$ cat src/rtl/trace_capture_buffer.sv
// trace_capture_buffer: on-chip execution trace recorder for nano_riscv.
// Each retired instruction ({pc, inst, debug}) is written into a circular
// buffer. Capture can stop on a PC-match trigger after a programmable
// number of further entries. After capture, entries drain oldest-first
// over a valid/ready port.
//
// Optional feature macro: TRACE_TIMESTAMP_EN. When it is defined, each
// entry also stores a free-running cycle counter, read out on o_rd_ts.
//
// Ports:
//   i_clk, i_rst_n          clock, asynchronous active-low reset
//   i_arm                   pulse: clear buffer, latch mode/post count, start capture
//   i_mode                  0 = wrap (overwrite oldest), 1 = stop when full
//   i_trig_en, i_trig_pc    PC-match trigger enable and value
//   i_post_cnt              entries recorded after the trigger entry
//   i_valid, i_pc, i_inst, i_debug   retire strobe and retired data
//   i_rd_ready              readout consumer ready
//   o_rd_valid, o_rd_pc, o_rd_inst, o_rd_debug [, o_rd_ts]  oldest entry
//   o_count                 entries held (0..DEPTH)
//   o_busy, o_done          capture in progress / capture finished
//   o_overflow              sticky: an entry was overwritten in wrap mode
module trace_capture_buffer #(
  parameter int unsigned XLEN  = 32,
  parameter int unsigned DEPTH = 16,
  parameter int unsigned AW    = $clog2(DEPTH)
) (
  input  logic            i_clk,
  input  logic            i_rst_n,
  input  logic            i_arm,
  input  logic            i_mode,
  input  logic            i_trig_en,
  input  logic [XLEN-1:0] i_trig_pc,
  input  logic [AW:0]     i_post_cnt,
  input  logic            i_valid,
  input  logic [XLEN-1:0] i_pc,
  input  logic [XLEN-1:0] i_inst,
  input  logic [XLEN-1:0] i_debug,
  input  logic            i_rd_ready,
  output logic            o_rd_valid,
  output logic [XLEN-1:0] o_rd_pc,
  output logic [XLEN-1:0] o_rd_inst,
  output logic [XLEN-1:0] o_rd_debug,
`ifdef TRACE_TIMESTAMP_EN
  output logic [XLEN-1:0] o_rd_ts,
`endif
  output logic [AW:0]     o_count,
  output logic            o_busy,
  output logic            o_done,
  output logic            o_overflow
);

`ifdef TRACE_TIMESTAMP_EN
  localparam int unsigned NFIELD = 4;
`else
  localparam int unsigned NFIELD = 3;
`endif
  localparam int unsigned EW = NFIELD * XLEN;

  typedef enum logic [1:0] {S_IDLE, S_ARMED, S_POST, S_DONE} state_t;

  state_t          r_state;
  state_t          w_state_nxt;
  logic [EW-1:0]   r_mem [DEPTH];
  logic [AW-1:0]   r_wr_ptr;
  logic [AW-1:0]   r_rd_ptr;
  logic [AW:0]     r_count;
  logic [AW:0]     r_post_cfg;
  logic [AW:0]     r_post_ctr;
  logic            r_mode;
  logic            r_overflow;
  logic            w_wr_en;
  logic            w_rd_en;
  logic            w_load_post;
  logic            w_dec_post;
  logic            w_full;
  logic            w_stop_full;
  logic            w_trig_hit;
  logic [EW-1:0]   w_wr_data;
  logic [EW-1:0]   w_rd_entry;

`ifdef TRACE_TIMESTAMP_EN
  logic [XLEN-1:0] r_ts;

  // Free-running cycle counter, wraps naturally
  always_ff @(posedge i_clk or negedge i_rst_n) begin
    if (!i_rst_n) r_ts <= '0;
    else          r_ts <= r_ts + XLEN'(1);
  end

  assign w_wr_data = {i_pc, i_inst, i_debug, r_ts};
`else
  assign w_wr_data = {i_pc, i_inst, i_debug};
`endif

  assign w_full      = (r_count == (AW+1)'(DEPTH));
  // In stop mode, this write fills the buffer
  assign w_stop_full = r_mode && (r_count == (AW+1)'(DEPTH - 1));
  assign w_trig_hit  = i_trig_en && (i_pc == i_trig_pc);

  // FSM state register
  always_ff @(posedge i_clk or negedge i_rst_n) begin
    if (!i_rst_n) r_state <= S_IDLE;
    else          r_state <= w_state_nxt;
  end

  // FSM next state and datapath controls; arm overrides everything
  always_comb begin
    w_state_nxt = r_state;
    w_wr_en     = 1'b0;
    w_rd_en     = 1'b0;
    w_load_post = 1'b0;
    w_dec_post  = 1'b0;
    if (i_arm) begin
      w_state_nxt = S_ARMED;
    end else begin
      case (r_state)
        S_ARMED: begin
          if (i_valid) begin
            w_wr_en = 1'b1;
            if (w_stop_full) begin
              w_state_nxt = S_DONE;
            end else if (w_trig_hit) begin
              if (r_post_cfg == '0) begin
                w_state_nxt = S_DONE;
              end else begin
                w_load_post = 1'b1;
                w_state_nxt = S_POST;
              end
            end
          end
        end
        S_POST: begin
          if (i_valid) begin
            w_wr_en    = 1'b1;
            w_dec_post = 1'b1;
            if (w_stop_full || (r_post_ctr == (AW+1)'(1))) w_state_nxt = S_DONE;
          end
        end
        S_DONE:  w_rd_en = (r_count != '0) && i_rd_ready;
        default: ;
      endcase
    end
  end

  // Pointers, occupancy, post counter and configuration latches
  always_ff @(posedge i_clk or negedge i_rst_n) begin
    if (!i_rst_n) begin
      r_wr_ptr   <= '0;
      r_rd_ptr   <= '0;
      r_count    <= '0;
      r_post_cfg <= '0;
      r_post_ctr <= '0;
      r_mode     <= 1'b0;
      r_overflow <= 1'b0;
    end else if (i_arm) begin
      r_wr_ptr   <= '0;
      r_rd_ptr   <= '0;
      r_count    <= '0;
      r_post_ctr <= '0;
      r_overflow <= 1'b0;
      r_mode     <= i_mode;
      r_post_cfg <= i_post_cnt;
    end else begin
      if (w_wr_en) begin
        r_wr_ptr <= r_wr_ptr + AW'(1);
        // Full in wrap mode: oldest entry is overwritten, read pointer follows
        if (w_full) begin
          r_rd_ptr   <= r_rd_ptr + AW'(1);
          r_overflow <= 1'b1;
        end else begin
          r_count <= r_count + (AW+1)'(1);
        end
      end
      if (w_rd_en) begin
        r_rd_ptr <= r_rd_ptr + AW'(1);
        r_count  <= r_count - (AW+1)'(1);
      end
      if (w_load_post)     r_post_ctr <= r_post_cfg;
      else if (w_dec_post) r_post_ctr <= r_post_ctr - (AW+1)'(1);
    end
  end

  // Trace storage; contents are only visible through o_rd_valid gating
  always_ff @(posedge i_clk) begin
    if (w_wr_en) r_mem[r_wr_ptr] <= w_wr_data;
  end

  assign w_rd_entry = r_mem[r_rd_ptr];

  // Zero-latency readout, forced to zero when nothing is offered
  assign o_rd_valid = (r_state == S_DONE) && (r_count != '0);
  assign o_rd_pc    = o_rd_valid ? w_rd_entry[EW-1 -: XLEN]        : '0;
  assign o_rd_inst  = o_rd_valid ? w_rd_entry[EW-XLEN-1 -: XLEN]   : '0;
  assign o_rd_debug = o_rd_valid ? w_rd_entry[EW-2*XLEN-1 -: XLEN] : '0;
`ifdef TRACE_TIMESTAMP_EN
  assign o_rd_ts    = o_rd_valid ? w_rd_entry[XLEN-1:0]            : '0;
`endif

  assign o_count    = r_count;
  assign o_busy     = (r_state == S_ARMED) || (r_state == S_POST);
  assign o_done     = (r_state == S_DONE);
  assign o_overflow = r_overflow;

endmodule

$ cat config.mk
export PLATFORM = sky130hd
export DESIGN_NAME = trace_capture_buffer
export DESIGN_NICKNAME = d
export VERILOG_FILES = /design/src/rtl/trace_capture_buffer.sv
export SDC_FILE = /design/constraint.sdc
export NUM_CORES = 1
export LEC_CHECK = 0
export BUFFER_PORTS_ARGS = -buffer_cell sky130_fd_sc_hd__clkbuf_2
export CAP_MARGIN = 40
export CORE_MARGIN = 5
export CORE_UTILIZATION = 55
export CTS_CLUSTER_DIAMETER = 50
export DETAILED_ROUTE_END_ITERATION = 8
export MAX_ROUTING_LAYER = met4
export PLACE_DENSITY = 0.73
export REMOVE_ABC_BUFFERS = 1
export SYNTH_ARGS = -nofsm -noshare
export SYNTH_HDL_FRONTEND = slang
export SYNTH_SLANG_ARGS = --single-unit
$ cat constraint.sdc
create_clock -name i_clk -period 8.1 [get_ports i_clk]
set_input_delay 1.215 -clock i_clk [delete_from_list [all_inputs] [get_ports i_clk]]
set_output_delay 1.215 -clock i_clk [all_outputs]
set_load 0.02 [all_outputs]
**Word level (Yosys, flattened, before mapping)**

Memories as Yosys holds them, arrays and structs flattened.
Cells that the tools add are included.

- Bits in registers: 27
- Memory bits (writable): 1536
- Input port bits: 140
- Output and inout port bits: 105
- Word-level logic and storage cells: 87
- Memories: 1

Memory list:

| name | words | bits a word | read ports | clocked after Yosys merged registers in | write ports | RTL line | RTL |
|---|---|---|---|---|---|---|---|
| r_mem | 16 | 96 | 1 | 0 | 1 | 63 | `logic [EW-1:0] r_mem [DEPTH];` |

- Add/subtract/negate cells: 5
- Equality and inequality tests: 12
- Muxes and demuxes: 42
- Reduce and logical (&&, ||, !) cells: 19

Operators by type and width:

| operator | count |
|---|---|
| 32-bit two-way mux | 3 |
| 5-bit two-way mux | 7 |
| 32-bit == test | 1 |
| 4-bit two-way mux | 6 |
| 1-bit two-way mux | 19 |
| 2-bit two-way mux | 6 |
| 3-bit inequality test, second input constant | 4 |
| 3-bit nonzero test | 4 |
| 5-bit by 1-bit subtractor with 5-bit output, second input constant | 2 |
| 4-bit by 1-bit adder with 4-bit output, second input constant | 2 |
| 2-bit AND reduction | 3 |
| 5-bit by 1-bit adder with 5-bit output, second input constant | 1 |
| 5-bit by 1-bit == test with 1-bit output, second input constant | 1 |
| 5-bit by 4-bit == test with 1-bit output, second input constant | 1 |
| 5-bit == test, second input constant | 1 |
| 5-bit zero test | 1 |
| 5-bit AND reduction | 1 |
| 5-bit nonzero test | 1 |
| 2-bit == test, second input constant | 2 |
| 1-bit logical AND | 4 |
| 4-bit inequality test, second input constant | 1 |
| 2-bit one-hot mux with 2 select lines | 1 |
| 2-bit nonzero test | 2 |
| 2-bit by 1-bit == test with 1-bit output, second input constant | 1 |
| 2 further kinds | 3 |

**Longest topological paths before layout**

Gate-level depths: netlist (run 1).

- Word-level depth: 9
- Gate-level depth with buffers: 11
- Gate-level depth less buffers: 11

**Worst setup path after synthesis (run 1)**

No wires, ideal clock.

- Kind: input to register
- Start: input port i_valid
- End: memory r_mem[7][0] (netlist name), enable pin
- Setup time: 0.668 ns
- Arrival: 8.326 ns
- Required time: 7.432 ns
- Setup slack: -0.894 ns
- Stages on the path: 5
- Buffers on the path: 1
- Cells stage by stage: nor2b_1 -> clkbuf_1 -> and2_1 -> nand2_1 -> nor3_1

- Cells in the longest elaborated chain, start to end: 5

Ends and longest elaborated chain:

| element | RTL line | RTL |
|---|---|---|
| start: declaration | 34 | `input logic i_valid,` |
| 1-bit two-way mux | 118, 133 |  |
| 1-bit two-way mux | n/a |  |
| 1-bit two-way mux | 113 | `if (i_arm) begin` |
| 1-bit two-way mux | 185 | `if (w_wr_en) r_mem[r_wr_ptr] <= w_wr_data;` |
| 1-bit two-way mux (implied by the code) | 185 |  |
| end: declaration | 63 |  |

Every way passes these cells.

**Worst setup path in the final report (run 1)**

- Start: register r_rd_ptr[0]
- End: output port o_rd_debug[22]

- Cells in the longest elaborated chain, start to end: 2

Ends and longest elaborated chain:

| element | RTL line | RTL |
|---|---|---|
| start: declaration | 65 | `logic [AW-1:0] r_rd_ptr;` |
| start signal: assignment | 168 | `r_rd_ptr <= r_rd_ptr + AW'(1);` |
| start signal: assignment | 175 | `r_rd_ptr <= r_rd_ptr + AW'(1);` |
| memory 16 x 96 bit | n/a |  |
| 32-bit two-way mux | 194 | `assign o_rd_debug = o_rd_valid ? w_rd_entry[EW-2*XLEN-1 -: XLEN] : '0;` |
| end: declaration | 42 | `output logic [XLEN-1:0] o_rd_debug,` |

Every way passes these cells.

==> results of run 1 <==
[stage by stage]
stage / setup slack [ps] / setup TNS [ps] / utilization (%) / area (µm²)
finish: 2832 / 0 / 62.89 / 68460
global route: 2560 / 0 / 62.89 / 68460
CTS: 2679 / 0 / 62.87 / 68430
detailed placement: 3529 / 0 / 58.27 / 63430
global placement: 3447 / 0 / 58.02 / 63150
floorplan: -9050 / -1186500 / - / 59560
[cells in the mapped netlist]
cell      number  area, µm²
nor2b_1        3      18.77
xnor2_1       40      350.3
nand3_1        6      30.03
clkbuf_1      67      251.5
buf_1          9      33.78
nor3_1         6      30.03
o21a_1         1      7.510
mux2i_1        5      50.05
and4_1         1      8.760
buf_2         10      50.05
o2111a_1       1      11.26
and3_1         4      25.02
mux2_2         6      67.56
o21ai_0        4      20.02
nand3b_1       4      30.03
inv_1         12      45.04
mux4_2       480      10810
o221a_1        1      11.26
nor2_1        27      101.4
edfxtp_1    1536      46120
a211oi_1       5      37.54
dfrtp_1       27      675.7
nand2_1       15      56.30
buf_4         27      202.7
a21o_1         1      7.510
nand4_1        9      56.30
buf_6         12      135.1
a21oi_1        8      40.04
or2_2          1      6.260
or3b_2         2      17.52
a31oi_1        1      6.260
ha_1          13      162.7
o211ai_1       1      7.510
fa_1           1      20.02
or4b_1         1      10.01
and2_1        97      606.8
nor4b_1        1      8.760
nand2b_1       2      12.51
and4b_1        1      10.01
or4_1          2      15.01
nor4_1         3      18.77
xor2_1         5      43.79
[logic make-up after synthesis]
family / share of synthesized area (%)
AO/OA/AOI/OAI: 0.2472
XOR/XNOR: 0.6543
adder cells (fa/ha/maj): 0.3033
buffers and inverters: 1.192
flip-flops: 77.70
multiplexers: 18.14
AND/OR/NAND/NOR: 1.764
[power by group]
| group | switching, mW | internal [mW] | total (mW) | leakage (nW) |
|---|---|---|---|---|
| registers | 0.0332 | 8.98 | 9.01 | 14.2 |
| logic | 0.359 | 0.229 | 0.589 | 4.64 |
| clock network | 2.93 | 4.07 | 7.00 | 2.46 |
| total | 3.32 | 13.3 | 16.6 | 21.3 |
[metal layers]
layer	vias to the layer above	GRT usage [%]
met5	-	-
li1	11230	-
met2	1306	38.31
met4	0	5.869
met1	14970	33.63
met3	192	5.177
[worst max-delay path, cell delays in order (launching register included)]
cell and delay [ps]:
dfrtp_4 990, buf_4 780, mux4_2 650, mux4_2 500, and2_1 180, clkbuf_2 160
[sequential cells by signal, summed over array words and instances, names as in the netlist]
name	count
r_rd_ptr	4
r_post_ctr	5
o_overflow	1
r_post_cfg	5
o_count	5
r_mode	1
r_wr_ptr	4
r_mem	1536
r_state	2
[area by class of cell]
cell class / count / area [µm²] / share of cell area [%]
multi-input cells: 758 / 12820 / 18.73
clock inverters: 94 / 814.5 / 1.190
clock buffers: 186 / 4187 / 6.115
well taps: 1414 / 1769 / 2.584
diodes: 11 / 27.53 / 0.04021
flip-flops and latches: 1563 / 46810 / 68.38
repair buffers: 305 / 1979 / 2.891
inverters: 12 / 45.04 / 0.06579
[path summary, 6_finish.rpt]
path	start	to	cells past startpoint
worst min register to register	r_mode$_DFFE_PN0P_	r_mode$_DFFE_PN0P_	1
worst min-delay path	i_rst_n	r_mode$_DFFE_PN0P_	1
worst max register to register	r_state[0]$_DFFE_PN0P_	r_mem[7][19]$_DFFE_PP_	9
max in group asynchronous	i_rst_n	r_rd_ptr[3]$_DFFE_PN0P_	1
worst max-delay path	r_rd_ptr[0]$_DFFE_PN0P_	o_rd_debug[22]	5
min in group i_clk	r_mode$_DFFE_PN0P_	r_mode$_DFFE_PN0P_	1
==> results.toml, run 1 <==
[floorplanning]
io_pins = 245
initial_core_util_pct = 55.34
num_rows = 121
core_mm2 = 0.1089
die_area_mm2 = 0.1162
dieWidth_um = 340.9
dieHeight_um = 340.9

[routing]
met3_length_um = 10950
dr.pass1.iters = 5
dr_wl_met2_um = 68030
wl_per_cell_um = 31.27
wl_met1_um = 54370
routed.top_layer = "met4"
drc_errors = 0
drtAntennaViolNets = 0
dr.first_iter.drc_count = 2916
vias = 27700
vias_per_cell = 6.379
wl_um = 135800

[yosys]
synth_warnings = 0
syn_area_per_cell_um2 = 24.51
synth-seq-cells = 1563
syn_area_mm2 = 0.06023
seq_area_frac_synth_pct = 77.70
synth_cell_type_count = 42
syn_inst = 2458

[clock_network]
clock-sinks = 1563
cts-root-buf = "clkbuf_16"
cts.clk_slew.worst_paths_ps = 60
cts_hold_buf = 0
cts-resized-gates = 0
cts_tree = "yes"
clock_path_buffers = 3
cts_setup_buffers = 0
insertion_delay_ps = 760
cts_buffers = 155
h-tree-depth = 4

[worst_setup_path]
endpoint_kind = "output pin"
rrSetupSlack_ps = 4300
crit_fanout = 40
crit_type = "reg2out"
crit_path_start_kind = "flip-flop"
arrival_ps = 4050
worst_ep_required_time_ps = 6880

[sta]
worstMarginPinSlew_ps = 1143
rsz0062_at_grt = "false"
maxSlewViolCount = 0
setup_viol = 0
holdWs_ps = 530.8
max_freq_mhz = 189.8
relSlewSlack_pct = 23.81
fin_crit_sh_pct = 65.04
finalHoldViolCount = 0
skew_ps = 18.58
fin_crit_ps = 5268

[finish]
syn2layout_area_growth_pct = 13.66
drive_gt1_share_pct = 35.78
stdcell_count = 4343
nets = 2949
n_fill_cell = 6937
mostFrequentLayoutCell = "edfxtp_1"
layout_common_cells = "edfxtp_1, mux4_2, clkbuf_2"

[placed_design]
post-dp-hpwl_um = 69300
dpl.cell_count = 4052
globalplace.congestion = 0.7718
portBuffers = 244

[power_and_ir_drop]
p_total_mw = 16.60
power.density_mw_per_mm2 = 242.5
ir_drop_mv = 0.1922
p_leak_nw = 21.28

[global_routing]
grt_pass1_vias = 29150
grt_max_degree = 181
grt.overflow.total = 0
grt_pass1_wl_um = 198300
antenna_found_initial = 13
grt_usage_pct = 24.38

[hold_path]
hold_path.class = "in2async"

[job]
drv_cap = 0

[status]
status = "finished clean"
No activity file was read; power rests on OpenSTA's default activity.
==> run 2: changes to the inputs <==
Settings changed: PLACE_DENSITY 0.73 to 0.7.
Clock period 8.1 ns to 5.4 ns, I/O delays scaled along.
==> results.toml, run 2 (synthesized netlist as in run 1, its figures left out) <==
[finish]
drive_gt1_share_pct = 35.87
design_area_mm2 = 0.06900
layout_common_cells = "edfxtp_1, mux4_2, clkbuf_2"
mostFrequentLayoutCell = "edfxtp_1"
top_register = "r_mem"
stdcell_count = 4352
n_fill_cell = 6977
syn2layout_area_growth_pct = 14.55
largest_register_ffs = 1536
nets = 2957

[worst_setup_path]
crit_fanout = 36
worst_ep_required_time_ps = 4590
arrival_ps = 3680
crit_type = "reg2out"
crit_path_start_kind = "flip-flop"
endpoint_kind = "output pin"

[clock_network]
clock_path_buffers = 3
cts_tree = "yes"
cts_buffers = 159
cts.clk_slew.worst_paths_ps = 60
h-tree-depth = 4
cts_hold_buf = 0
insertion_delay_ps = 740
cts-root-buf = "clkbuf_16"
cts_setup_buffers = 0
clock-sinks = 1563
cts-resized-gates = 0

[status]
status = "finished clean"

[power_and_ir_drop]
clkPwrFrac_pct = 43.2
internal_power_mw = 20.31
power.net_switching_mw = 5.084
comb_power_share_pct = 3.5
switching_share_pct = 20.02
p_leak_nw = 21.45
ir_drop_mv = 0.2513
p_seq_share_pct = 53.2
power.density_mw_per_mm2 = 368.0

[placed_design]
dpl.cell_count = 4056
post-dp-hpwl_um = 68120
dpl_cell_area_mm2 = 0.06370
portBuffers = 244
globalplace.congestion = 0.7758

[global_routing]
grt_pass1_wl_um = 196800
grt_usage_pct = 23.98
grt_pass1_vias = 29160
grt_max_degree = 97
grt_use_met3_pct = 4.392
grt.overflow.total = 0
antenna_found_initial = 8
busiest_layer = "met2"
grt_use_met1_pct = 34.07
met2_usage_pct = 37.28

[sta]
holdWs_ps = 112.0
maxSlewViolCount = 0
fin_crit_ps = 4492
fin_crit_sh_pct = 83.18
relSlewSlack_pct = 27.25
worstMarginPinSlew_ps = 1091
skew_ps = 13.42
setup_viol = 0
finalHoldViolCount = 0
rsz0062_at_grt = "false"
max_freq_mhz = 222.6

[routing]
wl_per_cell_um = 30.73
vias = 27550
drtAntennaViolNets = 0
wl_um = 133800
vias_per_cell = 6.330
dr.pass1.iters = 5
drc_errors = 0
dr.first_iter.drc_count = 3214

[floorplanning]
num_rows = 121
io_pins = 245
core_mm2 = 0.1089
die_area_mm2 = 0.1162
initial_core_util_pct = 55.34
dieWidth_um = 340.9
dieHeight_um = 340.9

[job]
drv_cap = 0

[hold_path]
hold_path.class = "in2async"
[run 2: cell types whose count changed in the layout (fill, tap and decap cells not counted), sizes merged]
| cell | delta |
|---|---|
| bufinv | +7 |
| clkbuf | +6 |
| buf | +4 |
| clkinv | -3 |
| diode | -3 |
| clkinvlp | -1 |
| inv | -1 |
[run 2: final cells by class]
| cell class | instances | area (µm²) | area share (%) |
|---|---|---|---|
| Clock inverter | 96 | 1079 | 1.563 |
| Tap cell | 1414 | 1769 | 2.564 |
| Multi-Input combinational cell | 758 | 12820 | 18.59 |
| Sequential cell | 1563 | 46810 | 67.85 |
| Timing Repair Buffer | 309 | 2250 | 3.260 |
| Antenna cell | 8 | 20.02 | 0.02901 |
| Inverter | 12 | 45.04 | 0.06528 |
| Clock buffer | 192 | 4198 | 6.084 |
[run 2: final timing paths]
path	from	end	slack, ps	cells after the start
min reg2reg	r_mode$_DFFE_PN0P_	r_mode$_DFFE_PN0P_	500	1
max	r_rd_ptr[0]$_DFFE_PN0P_	o_rd_debug[0]	910	6
min in group i_clk	i_post_cnt[0]	r_post_cfg[0]$_DFFE_PN0P_	310	2
min	i_rst_n	r_post_cfg[0]$_DFFE_PN0P_	110	1
max in group asynchronous	i_rst_n	r_rd_ptr[1]$_DFFE_PN0P_	4740	1
max reg2reg	r_state[0]$_DFFE_PN0P_	r_mem[15][53]$_DFFE_PP_	2090	6
[run 2: critical path, cell delays in order (launching register included)]
cell,delay [ps]
dfrtp_4,860
buf_12,300
buf_12,310
mux4_2,550
mux4_2,480
and2_1,190
clkbuf_2,160
[run 2: per-layer routing]
layer  vias to the layer above  part of all wire (%)
met2                      1198                    50
met3                       148                   7.5
met1                     14940                    41
met5                         -                     0
met4                         0                   1.7
li1                      11260                     -
[run 2: power by group through the flow]
stage / Clock (mW) / Sequential, mW / Combinational [mW]
after floorplan: 0 / 13.8 / 0.544
after global placement: 0 / 13.8 / 0.869
after detailed placement: 0 / 13.8 / 0.912
after CTS: 11.2 / 13.5 / 0.914
after global routing: 11.7 / 13.5 / 0.970
final: 11.0 / 13.5 / 0.900
[run 2: per-stage QoR]
| step | power (mW) | setup TNS, ps | util, % | worst slack [ps] |
|---|---|---|---|---|
| finish | 25.39 | 0 | 63.39 | 908.1 |
| global route | 26.20 | 0 | 63.38 | 674.3 |
| CTS | 25.59 | 0 | 63.37 | 798.2 |
| detailed placement | 14.68 | 0 | 58.52 | 1626 |
| global placement | 14.63 | 0 | 58.43 | 1649 |
| floorplan | 14.37 | -2700650 | - | -11340 |
